File: config.mk
export PLATFORM = sky130hd
export DESIGN_NAME = multicycle_ctrl
export DESIGN_NICKNAME = d
export VERILOG_FILES = /design/src/rtl/cpu_ctrl_pkg.sv /design/src/rtl/multicycle_ctrl_cond_eval.sv /design/src/rtl/multicycle_ctrl.sv
export SDC_FILE = /design/constraint.sdc
export NUM_CORES = 1
export LEC_CHECK = 0
export ABC_AREA = 1
export BUFFER_PORTS_ARGS = -buffer_cell sky130_fd_sc_hd__buf_2
export CORE_UTILIZATION = 43
export CTS_BUF_LIST = sky130_fd_sc_hd__clkbuf_4 sky130_fd_sc_hd__clkbuf_8
export CTS_CLUSTER_SIZE = 12
export DETAILED_ROUTE_END_ITERATION = 8
export GPL_TIMING_DRIVEN = 0
export PLACE_DENSITY = 0.76
export SYNTH_ARGS = -nofsm -noshare
export SYNTH_HDL_FRONTEND = slang
export SYNTH_SLANG_ARGS = --single-unit
File: constraint.sdc
create_clock -name clk -period 1.3 [get_ports clk]
set_input_delay 0.26 -clock clk [delete_from_list [all_inputs] [get_ports clk]]
set_output_delay 0.26 -clock clk [all_outputs]
set_load 0.01 [all_outputs]
File: src/rtl/cpu_ctrl_pkg.sv
// Shared types and encodings for the multicycle CPU control unit.
// Holds the sequencer states, ALU/mux encodings and the ALU command decode.
package cpu_ctrl_pkg;

  typedef enum logic [3:0] {
    S_FETCH,
    S_DECODE,
    S_MEMADR,
    S_MEMRD,
    S_MEMWB,
    S_MEMWR,
    S_EXECR,
    S_EXECI,
    S_ALUWB,
    S_BRANCH
  } state_e;

  localparam logic [1:0] ALU_ADD = 2'b00;
  localparam logic [1:0] ALU_SUB = 2'b01;
  localparam logic [1:0] ALU_AND = 2'b10;
  localparam logic [1:0] ALU_ORR = 2'b11;

  localparam logic [3:0] CMD_AND = 4'b0000;
  localparam logic [3:0] CMD_SUB = 4'b0010;
  localparam logic [3:0] CMD_ADD = 4'b0100;
  localparam logic [3:0] CMD_CMP = 4'b1010;
  localparam logic [3:0] CMD_ORR = 4'b1100;

  localparam logic [3:0] COND_EQ = 4'b0000;
  localparam logic [3:0] COND_NE = 4'b0001;
  localparam logic [3:0] COND_CS = 4'b0010;
  localparam logic [3:0] COND_CC = 4'b0011;
  localparam logic [3:0] COND_MI = 4'b0100;
  localparam logic [3:0] COND_PL = 4'b0101;
  localparam logic [3:0] COND_VS = 4'b0110;
  localparam logic [3:0] COND_VC = 4'b0111;
  localparam logic [3:0] COND_HI = 4'b1000;
  localparam logic [3:0] COND_LS = 4'b1001;
  localparam logic [3:0] COND_GE = 4'b1010;
  localparam logic [3:0] COND_LT = 4'b1011;
  localparam logic [3:0] COND_GT = 4'b1100;
  localparam logic [3:0] COND_LE = 4'b1101;

  localparam logic [1:0] RES_ALUOUT = 2'b00;
  localparam logic [1:0] RES_DATA   = 2'b01;
  localparam logic [1:0] RES_ALU    = 2'b10;

  localparam logic [1:0] SRCB_RM   = 2'b00;
  localparam logic [1:0] SRCB_IMM  = 2'b01;
  localparam logic [1:0] SRCB_FOUR = 2'b10;

  typedef struct packed {
    logic [1:0] ctl;
    logic       nowrite;
    logic       known;
    logic       cmp;
    logic       logic_op;
  } alu_dec_t;

  function automatic alu_dec_t alu_decode(input logic [3:0] cmd);
    alu_dec_t d;
    d = '{ctl: ALU_ADD, nowrite: 1'b1, known: 1'b0,
          cmp: 1'b0, logic_op: 1'b0};
    unique case (cmd)
      CMD_ADD: d = '{ALU_ADD, 1'b0, 1'b1, 1'b0, 1'b0};
      CMD_SUB: d = '{ALU_SUB, 1'b0, 1'b1, 1'b0, 1'b0};
      CMD_AND: d = '{ALU_AND, 1'b0, 1'b1, 1'b0, 1'b1};
      CMD_ORR: d = '{ALU_ORR, 1'b0, 1'b1, 1'b0, 1'b1};
      CMD_CMP: d = '{ALU_SUB, 1'b1, 1'b1, 1'b1, 1'b0};
      default: ;
    endcase
    return d;
  endfunction

endpackage

File: src/rtl/multicycle_ctrl_cond_eval.sv
// Condition-field evaluator: Cond against the stored NZCV flags.
// Purely combinational; 1110/1111 always pass.
module cond_eval
  import cpu_ctrl_pkg::*;
(
  input  logic [3:0] cond_i,
  input  logic [3:0] flags_i,
  output logic       cond_ex_o
);

  logic n, z, c, v, ge;

  assign {n, z, c, v} = flags_i;
  assign ge = (n == v);

  always_comb begin
    cond_ex_o = 1'b1;
    case (cond_i)
      COND_EQ: cond_ex_o = z;
      COND_NE: cond_ex_o = ~z;
      COND_CS: cond_ex_o = c;
      COND_CC: cond_ex_o = ~c;
      COND_MI: cond_ex_o = n;
      COND_PL: cond_ex_o = ~n;
      COND_VS: cond_ex_o = v;
      COND_VC: cond_ex_o = ~v;
      COND_HI: cond_ex_o = c & ~z;
      COND_LS: cond_ex_o = ~(c & ~z);
      COND_GE: cond_ex_o = ge;
      COND_LT: cond_ex_o = ~ge;
      COND_GT: cond_ex_o = ~z & ge;
      COND_LE: cond_ex_o = ~(~z & ge);
      default: cond_ex_o = 1'b1;
    endcase
  end

endmodule

File: src/rtl/multicycle_ctrl.sv
// Multicycle CPU main sequencer: owns NZCV flags and gates every
// architectural write with the instruction's condition result.
module multicycle_ctrl
  import cpu_ctrl_pkg::*;
#(
  parameter logic [3:0] PC_REG = 4'd15
) (
  input  logic       clk,
  input  logic       rst_n,
  input  logic [3:0] Cond,
  input  logic [1:0] Op,
  input  logic [5:0] Funct,
  input  logic [3:0] Rd,
  input  logic [3:0] ALUFlags,
  output logic       PCWrite,
  output logic       MemWrite,
  output logic       RegWrite,
  output logic       IRWrite,
  output logic       AdrSrc,
  output logic [1:0] ResultSrc,
  output logic       ALUSrcA,
  output logic [1:0] ALUSrcB,
  output logic [1:0] ALUControl,
  output logic [1:0] ImmSrc,
  output logic [1:0] RegSrc,
  output logic [3:0] Flags
);

  state_e     state_q, state_d;
  logic [3:0] flags_q, flags_d;
  logic       cond_ex;
  logic       pc_w, mem_w, reg_w, ir_w;
  logic       rd_is_pc;
  alu_dec_t   dec;

  cond_eval u_cond (
    .cond_i    (Cond),
    .flags_i   (flags_q),
    .cond_ex_o (cond_ex)
  );

  assign dec      = alu_decode(Funct[4:1]);
  assign rd_is_pc = (Rd == PC_REG);

  always_ff @(posedge clk) begin
    if (!rst_n) begin
      state_q <= S_FETCH;
      flags_q <= 4'b0000;
    end else begin
      state_q <= state_d;
      flags_q <= flags_d;
    end
  end

  always_comb begin
    state_d    = state_q;
    flags_d    = flags_q;
    pc_w       = 1'b0;
    mem_w      = 1'b0;
    reg_w      = 1'b0;
    ir_w       = 1'b0;
    AdrSrc     = 1'b0;
    ResultSrc  = RES_ALUOUT;
    ALUSrcA    = 1'b0;
    ALUSrcB    = SRCB_RM;
    ALUControl = ALU_ADD;
    unique case (state_q)
      S_FETCH: begin
        ir_w      = 1'b1;
        pc_w      = 1'b1;
        ALUSrcA   = 1'b1;
        ALUSrcB   = SRCB_FOUR;
        ResultSrc = RES_ALU;
        state_d   = S_DECODE;
      end
      S_DECODE: begin
        ALUSrcA   = 1'b1;
        ALUSrcB   = SRCB_FOUR;
        ResultSrc = RES_ALU;
        unique case (Op)
          2'b01:   state_d = S_MEMADR;
          2'b00:   state_d = Funct[5] ? S_EXECI : S_EXECR;
          2'b10:   state_d = S_BRANCH;
          default: state_d = S_FETCH;
        endcase
      end
      S_MEMADR: begin
        ALUSrcB = SRCB_IMM;
        state_d = Funct[0] ? S_MEMRD : S_MEMWR;
      end
      S_MEMRD: begin
        AdrSrc  = 1'b1;
        state_d = S_MEMWB;
      end
      S_MEMWB: begin
        ResultSrc = RES_DATA;
        reg_w     = cond_ex;
        pc_w      = cond_ex & rd_is_pc;
        state_d   = S_FETCH;
      end
      S_MEMWR: begin
        AdrSrc  = 1'b1;
        mem_w   = cond_ex;
        state_d = S_FETCH;
      end
      S_EXECR, S_EXECI: begin
        ALUSrcB    = (state_q == S_EXECI) ? SRCB_IMM : SRCB_RM;
        ALUControl = dec.ctl;
        // Logic ops leave C and V alone
        if (cond_ex && dec.known && (Funct[0] || dec.cmp)) begin
          flags_d = dec.logic_op ? {ALUFlags[3:2], flags_q[1:0]}
                                 : ALUFlags;
        end
        state_d = S_ALUWB;
      end
      S_ALUWB: begin
        reg_w   = cond_ex & ~dec.nowrite;
        pc_w    = cond_ex & ~dec.nowrite & rd_is_pc;
        state_d = S_FETCH;
      end
      S_BRANCH: begin
        ALUSrcB   = SRCB_IMM;
        ResultSrc = RES_ALU;
        pc_w      = cond_ex;
        state_d   = S_FETCH;
      end
      default: state_d = S_FETCH;
    endcase
  end

  assign PCWrite  = pc_w & rst_n;
  assign MemWrite = mem_w & rst_n;
  assign RegWrite = reg_w & rst_n;
  assign IRWrite  = ir_w & rst_n;
  assign ImmSrc   = Op;
  assign RegSrc   = {Op == 2'b01, Op == 2'b10};
  assign Flags    = flags_q;

endmodule
==> flow_summary.ini, run 1 <==
[drt]
drtIter0Drc = 28
routed_wl_um = 3140
ant_nets = 0
post-route-drc-count = 1
vias_per_cell = 5.12
wire_per_inst_um = 12.7
vias = 1269
first_pass_iters = 6

[power]
sw_frac_of_total_pct = 38.7
power_frac_comb_pct = 44.4
p_sw_uw = 359
p_leak_nw = 0.765
irDropWorstVdd_uv = 587
sequentialPowerShare_pct = 28.2
p_clk_share_pct = 27.5
internal-power_uw = 569
power_density_nw_per_um2 = 632

[logic_synthesis]
synth_seq_cells = 8
yosysUniqueCellTypes = 25
synth_ff_type = dfxtp_1
ys_seq_area_share_pct = 18.0
syn_avg_cell_area_sq_um = 5.48
synthArstFlopShare_pct = 0
synth_edf_count = 0
syn_inst = 162
netlist_area_sq_um = 888
synth_warnings = 0
synth.net_count = 184

[setup_path]
cp-end-kind = output pin
crit_top_cell = nor2_1
cp.arrival_ns = 1.63
crit_path_cell_trace = nor2_2, inv_2, nor3_2, nor2_1, nor2_1, o211ai_1, a21oi_2, buf_2
cpPeakStageDelay_ns = 0.37
path_class = reg -> out
critPathMaxFanout = 5
start_kind = flip-flop
r2r_slack_ns = -0.32
required_ns = 1.04
critPathSlowestCell = dfxtp_4

[floorplanning]
design.core.area_sq_um = 1940
dieWidth_um = 47.5
io_pins = 42
die_area_sq_um = 2250
placementRows = 16
initial_core_util_pct = 45.7
fp.dieH_um = 47.5

[cells_and_area]
diodes = 0
stdcell_count = 248
fin_area_sq_um = 1470
drive_gt1_share_pct = 53.8
syn2layout_area_growth_pct = 65.5
mostFrequentLayoutCells = 39 x buf_2, 38 x nand2_1, 27 x nor2_1, 13 x inv_1, 12 x buf_4
fin_nets = 244
fin_util_pct = 75.7
final_common_cell = buf_2

[sta]
finalHoldViolations = 0
layout_min_cycle_time_ns = 1.89
slew_viol_final = 0
rsz0062_at_grt = yes
period_share_pct = 145
hold_slack_ns = 0.208
worst_pin_slew_ns = 0.299
finalWorstSetupSlack_ns = -0.585
finalSetupViolCount = 16
skew_ns = 0.00609
slew_headroom_pct = 80.1
fmax_mhz = 530

[global_route]
grt_usage_pct = 26.7
grt_pass1_wl_um = 4250
grt_pass1_vias = 1045
grt_max_degree = 8
antenna_found_initial = 0
gr-total-overflow = 0

[placement]
port_buffers = 41
dpl_cell_area_sq_um = 1170
dp_cells = 230
place.gp.congestion = 0.829
dp_hpwl_um = 1880

[clock_network]
cts_tree = yes
root_buffer = clkbuf_4
clk-insertion-delay-late_ns = 0.28
h-tree-depth = 1
clk_transition_reported_paths_ns = 0.07
numClockSinks = 8
hold_buffers = 0
cts-buffers-inserted = 3
clk_path_buf_depth = 2

[outcome]
outcome = complete, but fails checks
violations = DRC, setup timing

[flow_run]
cap_viol_max_count = 0

[worst_hold_path]
hold_class = in -> reg
worst max-delay path: cells and delay by family (launching register included):
family / cells / cell delay (ns)
AOI/OAI and AO/OA: 2 / 0.26
buffers and inverters: 2 / 0.24
and+or+nand+nor: 4 / 0.48
DFF: 1 / 0.37
power groups by stage:
stage | registers [mW] | clock network, mW | logic [mW]
finish | 0.261 | 0.255 | 0.412
global route | 0.262 | 0.272 | 0.447
CTS | 0.259 | 0.247 | 0.341
detailed placement | 0.267 | 0 | 0.273
global placement | 0.267 | 0 | 0.269
floorplan | 0.264 | 0 | 0.179
state kept, by name, summed over array words and instances, names as in the netlist:
signal / count
Flags: 4
state_q: 4
cell type report:
type                       instances  area (sq um)
multi-input combinational        124           744
fill                             148           472
timing repair buffer              55           342
sequential                         8           185
inverter                          27           109
tap                               27          33.8
clock buffer                       4          30.0
buffer                             3          26.3
synthesized netlist by cell type, types with 3 or more instances:
cell type	number	area [sq um]
dfxtp_1	8	160
nand3_1	11	55.1
inv_2	9	33.8
nand3_2	3	30.0
nor2_2	3	18.8
nor3_1	3	15.0
inv_1	17	63.8
nand2_1	45	169
nand2_2	3	18.8
nor2_1	35	131
a21oi_1	6	30.0
buf_4	3	22.5
o21ai_1	4	20.0
per-stage QoR:
step                TNS (ns)  setup slack, ns  total power [mW]
finish                 -5.19           -0.585             0.928
CTS                    -3.44           -0.512             0.847
global placement       -1.37           -0.341             0.536
floorplan             -0.166           -0.101             0.443
detailed placement     -1.63           -0.341             0.541
global route           -6.45           -0.682             0.981
what timing repair did:
action,in CTS,in global routing
setup buffers,6,8
pin swaps,6,13
endpoints found under the setup margin,16,19
gates resized for setup,34,16
logic make-up (layout without fill, tap and decap cells):
logic type,after synthesis,after routing,synth area share (%)
buffers and inverters,30,89,13.9
AO/OA/AOI/OAI,16,16,11.3
AND/OR/NAND/NOR,108,108,56.8
flip-flops,8,8,18.0
routing by layer:
layer  part of all wire (%)  up-vias  wire [um]  track usage (%)
met3                    5.7       15        179             4.91
met5                      0        -          0                0
met4                    4.2        0        132             10.3
li1                       -      623          -                -
met1                     37      567       1150             29.7
met2                     53       64       1680             49.6
path summary, 6_finish.rpt:
| kind | start | end | cells past startpoint |
|---|---|---|---|
| hold / removal | ALUFlags[3] | Flags[3]$_SDFFE_PN0P_ | 3 |
| setup reg to reg | Flags[1]$_SDFFE_PN0P_ | Flags[1]$_SDFFE_PN0P_ | 13 |
| hold reg to reg | Flags[0]$_SDFFE_PN0P_ | Flags[0]$_SDFFE_PN0P_ | 4 |
| setup / recovery | state_q[0]$_SDFF_PN0_ | PCWrite | 8 |
Note: power is estimated with default switching activity, not from simulation.
==> run 2: changes to the inputs <==
--- a/config.mk
+++ b/config.mk
@@ -15,4 +15,5 @@
 export PLACE_DENSITY = 0.76
 export SYNTH_ARGS = -nofsm -noshare
 export SYNTH_HDL_FRONTEND = slang
+export SYNTH_HIERARCHICAL = 1
 export SYNTH_SLANG_ARGS = --single-unit
==> run 2 against run 1 <==
Against the previous run:
- the flow finishes with violations (setup timing)
- die area shrank 2.0%
- sequential cell count is the same
- final area grew 5.2%
- critical endpoint unchanged
==> flow_summary.ini, run 2 <==
[setup_path]
cp.arrival_ns = 1.72
r2r_slack_ns = -0.41
cp-end-kind = output pin
path_class = reg -> out
required_ns = 1.04
r2r_start = Flags[2]$_SDFFE_PN0P_
worstRegToRegCells = 14
r2r_end = Flags[1]$_SDFFE_PN0P_
start_kind = flip-flop
critPathMaxFanout = 5

[floorplanning]
design.core.area_sq_um = 1800
fp.dieH_um = 47.0
placementRows = 15
initial_core_util_pct = 48.3
io_pins = 42
die_area_sq_um = 2210
dieWidth_um = 47.0

[clock_network]
clk_transition_reported_paths_ns = 0.06
h-tree-depth = 1
clk-insertion-delay-late_ns = 0.27
clk_path_buf_depth = 2
hold_buffers = 0
cts_tree = yes
cts-buffers-inserted = 3
root_buffer = clkbuf_4
numClockSinks = 8

[logic_synthesis]
syn_avg_cell_area_sq_um = 5.33
ys_seq_area_share_pct = 18.4
synthTopCellsByArea = nand2_1 20%, dfxtp_1 18%, nor2_1 12%
yosysTopAreaCellShare_pct = 20.3
syn_inst = 163
synth_seq_cells = 8
yosysUniqueCellTypes = 20
yosysMostFrequentCell = nand2_1
synth_ff_type = dfxtp_1
synth_warnings = 6
netlist_area_sq_um = 870
yosysTopAreaCell = nand2_1
synth_common_cells = 47 x nand2_1, 28 x nor2_1, 19 x inv_1
synthArstFlopShare_pct = 0
synth.net_count = 185
synth_edf_count = 0

[power]
power_uw = 962
irDropWorstVdd_uv = 634
p_leak_nw = 0.852
power_density_nw_per_um2 = 622

[drt]
wire_per_inst_um = 13.8
drtIter0Drc = 59
first_pass_iters = 4
vias_per_cell = 5.35
ant_nets = 0
post-route-drc-count = 0
routed_wl_um = 3540
vias = 1375

[cells_and_area]
diodes = 0
mostFrequentLayoutCells = 39 x nand2_1, 38 x buf_2, 22 x nor2_1, 20 x buf_4, 14 x nand3_1
fin_util_pct = 85.8
fin_area_sq_um = 1550
drive_gt1_share_pct = 56.9
syn2layout_area_growth_pct = 77.8
fin_nets = 255
final_common_cell = nand2_1

[sta]
finalSetupViolCount = 16
worst_pin_slew_ns = 0.525
period_share_pct = 152
fmax_mhz = 505
finalHoldViolations = 0
slew_viol_final = 0
rsz0062_at_grt = yes
layout_min_cycle_time_ns = 1.98
finalWorstSetupSlack_ns = -0.682
skew_ns = 0.00570
slew_headroom_pct = 64.9

[placement]
dpl_cell_area_sq_um = 1130
dp_hpwl_um = 1770
pre_cts_slack_ns = -0.389
port_buffers = 41
place.gp.congestion = 0.823

[global_route]
grtUsageMet1_pct = 31.7
grt_usage_pct = 27.4
grt_max_degree = 8
grt_pass1_wl_um = 4290
grt_pass1_vias = 1057
antenna_found_initial = 0
gr-total-overflow = 0
grt_use_met3_pct = 7.31
use_met2_pct = 51.1
busiest_layer = met2

[worst_hold_path]
hp-start = ALUFlags[2]
hold_class = in -> reg
min_path_cells = 3
min_delay_worst_endpoint = Flags[2]$_SDFFE_PN0P_

[outcome]
violations = setup timing
outcome = complete, but fails checks

[flow_run]
cap_viol_max_count = 0
[run 2: changes by cell type in the layout (fill, tap and decap cells not counted), sizes merged]
cell / before / now
nor2: 39 / 34
o21ai: 5 / 6
a31oi: 1 / 0
nand3: 15 / 18
o21bai: 0 / 1
nor3: 4 / 3
inv: 26 / 27
o311ai: 0 / 1
o211ai: 1 / 0
clkinv: 1 / 0
nand2: 48 / 52
o21a: 1 / 0
buf: 58 / 68
[run 2: how the worst max path moves through the flow]
stage | slack (ns) | startpoint | endpoint | cells past startpoint
2_1_floorplan | -0.12 | Flags[0]$_SDFFE_PN0P_ | RegWrite | 11
3_3_place_gp | -0.37 | Cond[1] | RegWrite | 12
3_5_place_dp | -0.39 | Cond[0] | RegWrite | 13
4_1_cts | -0.56 | Flags[1]$_SDFFE_PN0P_ | RegWrite | 12
5_1_grt | -0.75 | Flags[1]$_SDFFE_PN0P_ | PCWrite | 12
6_report | -0.68 | Flags[2]$_SDFFE_PN0P_ | PCWrite | 12
[run 2: cell type report]
class	instances	area [sq um]
clock buffer	4	30.0
inverter	27	114
buffer	3	26.3
tap	25	31.3
sequential	8	185
multi-input combinational	125	733
timing repair buffer	65	427
fill	116	255
[run 2: what timing repair did]
item / in CTS / in global routing
resized for setup: 34 / 27
setup buffers: 14 / 11
endpoints found under the setup margin: 16 / 16
pin swaps: 9 / 7
[run 2: power by group]
group,internal (mW),switching [mW],leakage (nW),total (mW)
registers,0.246,0.0186,0.0704,0.264
clock network,0.140,0.114,0.0184,0.254
logic,0.209,0.235,0.764,0.444
total,0.594,0.368,0.852,0.962
[run 2: logic make-up (layout without fill, tap and decap cells)]
family	count (synthesis)	in the layout	synth area share, %
AO/OA/AOI/OAI	16	16	10.2
buffers and inverters	30	99	14.2
flip-flops	8	8	18.4
AND/OR/NAND/NOR	109	109	57.1
[run 2: critical path: stages (launching register included)]
cell and delay (ns):
dfxtp_4 0.38, inv_4 0.05, nand2_2 0.06, nand2_1 0.06, nand3_1 0.10, nand2_1 0.06, nor2_2 0.13, nand3_4 0.13
nand2_4 0.10, o21ai_1 0.08, nand2_1 0.11, nand2_2 0.07, buf_6 0.12
[run 2: layer usage]
metal	wire length [um]	share of wire (%)
met1	1340	38
met2	1820	52
met3	258	7.3
met4	117	3.3
met5	0	0
[run 2: per-stage QoR]
| step | setup TNS (ns) | hold slack [ns] | instances |
|---|---|---|---|
| global route | -6.40 | 0.252 | 257 |
| floorplan | -0.287 | 0.371 | 163 |
| CTS | -3.59 | 0.230 | 247 |
| detailed placement | -1.93 | 0.503 | 229 |
| global placement | -1.85 | 0.508 | 229 |
| finish | -5.49 | 0.255 | 257 |
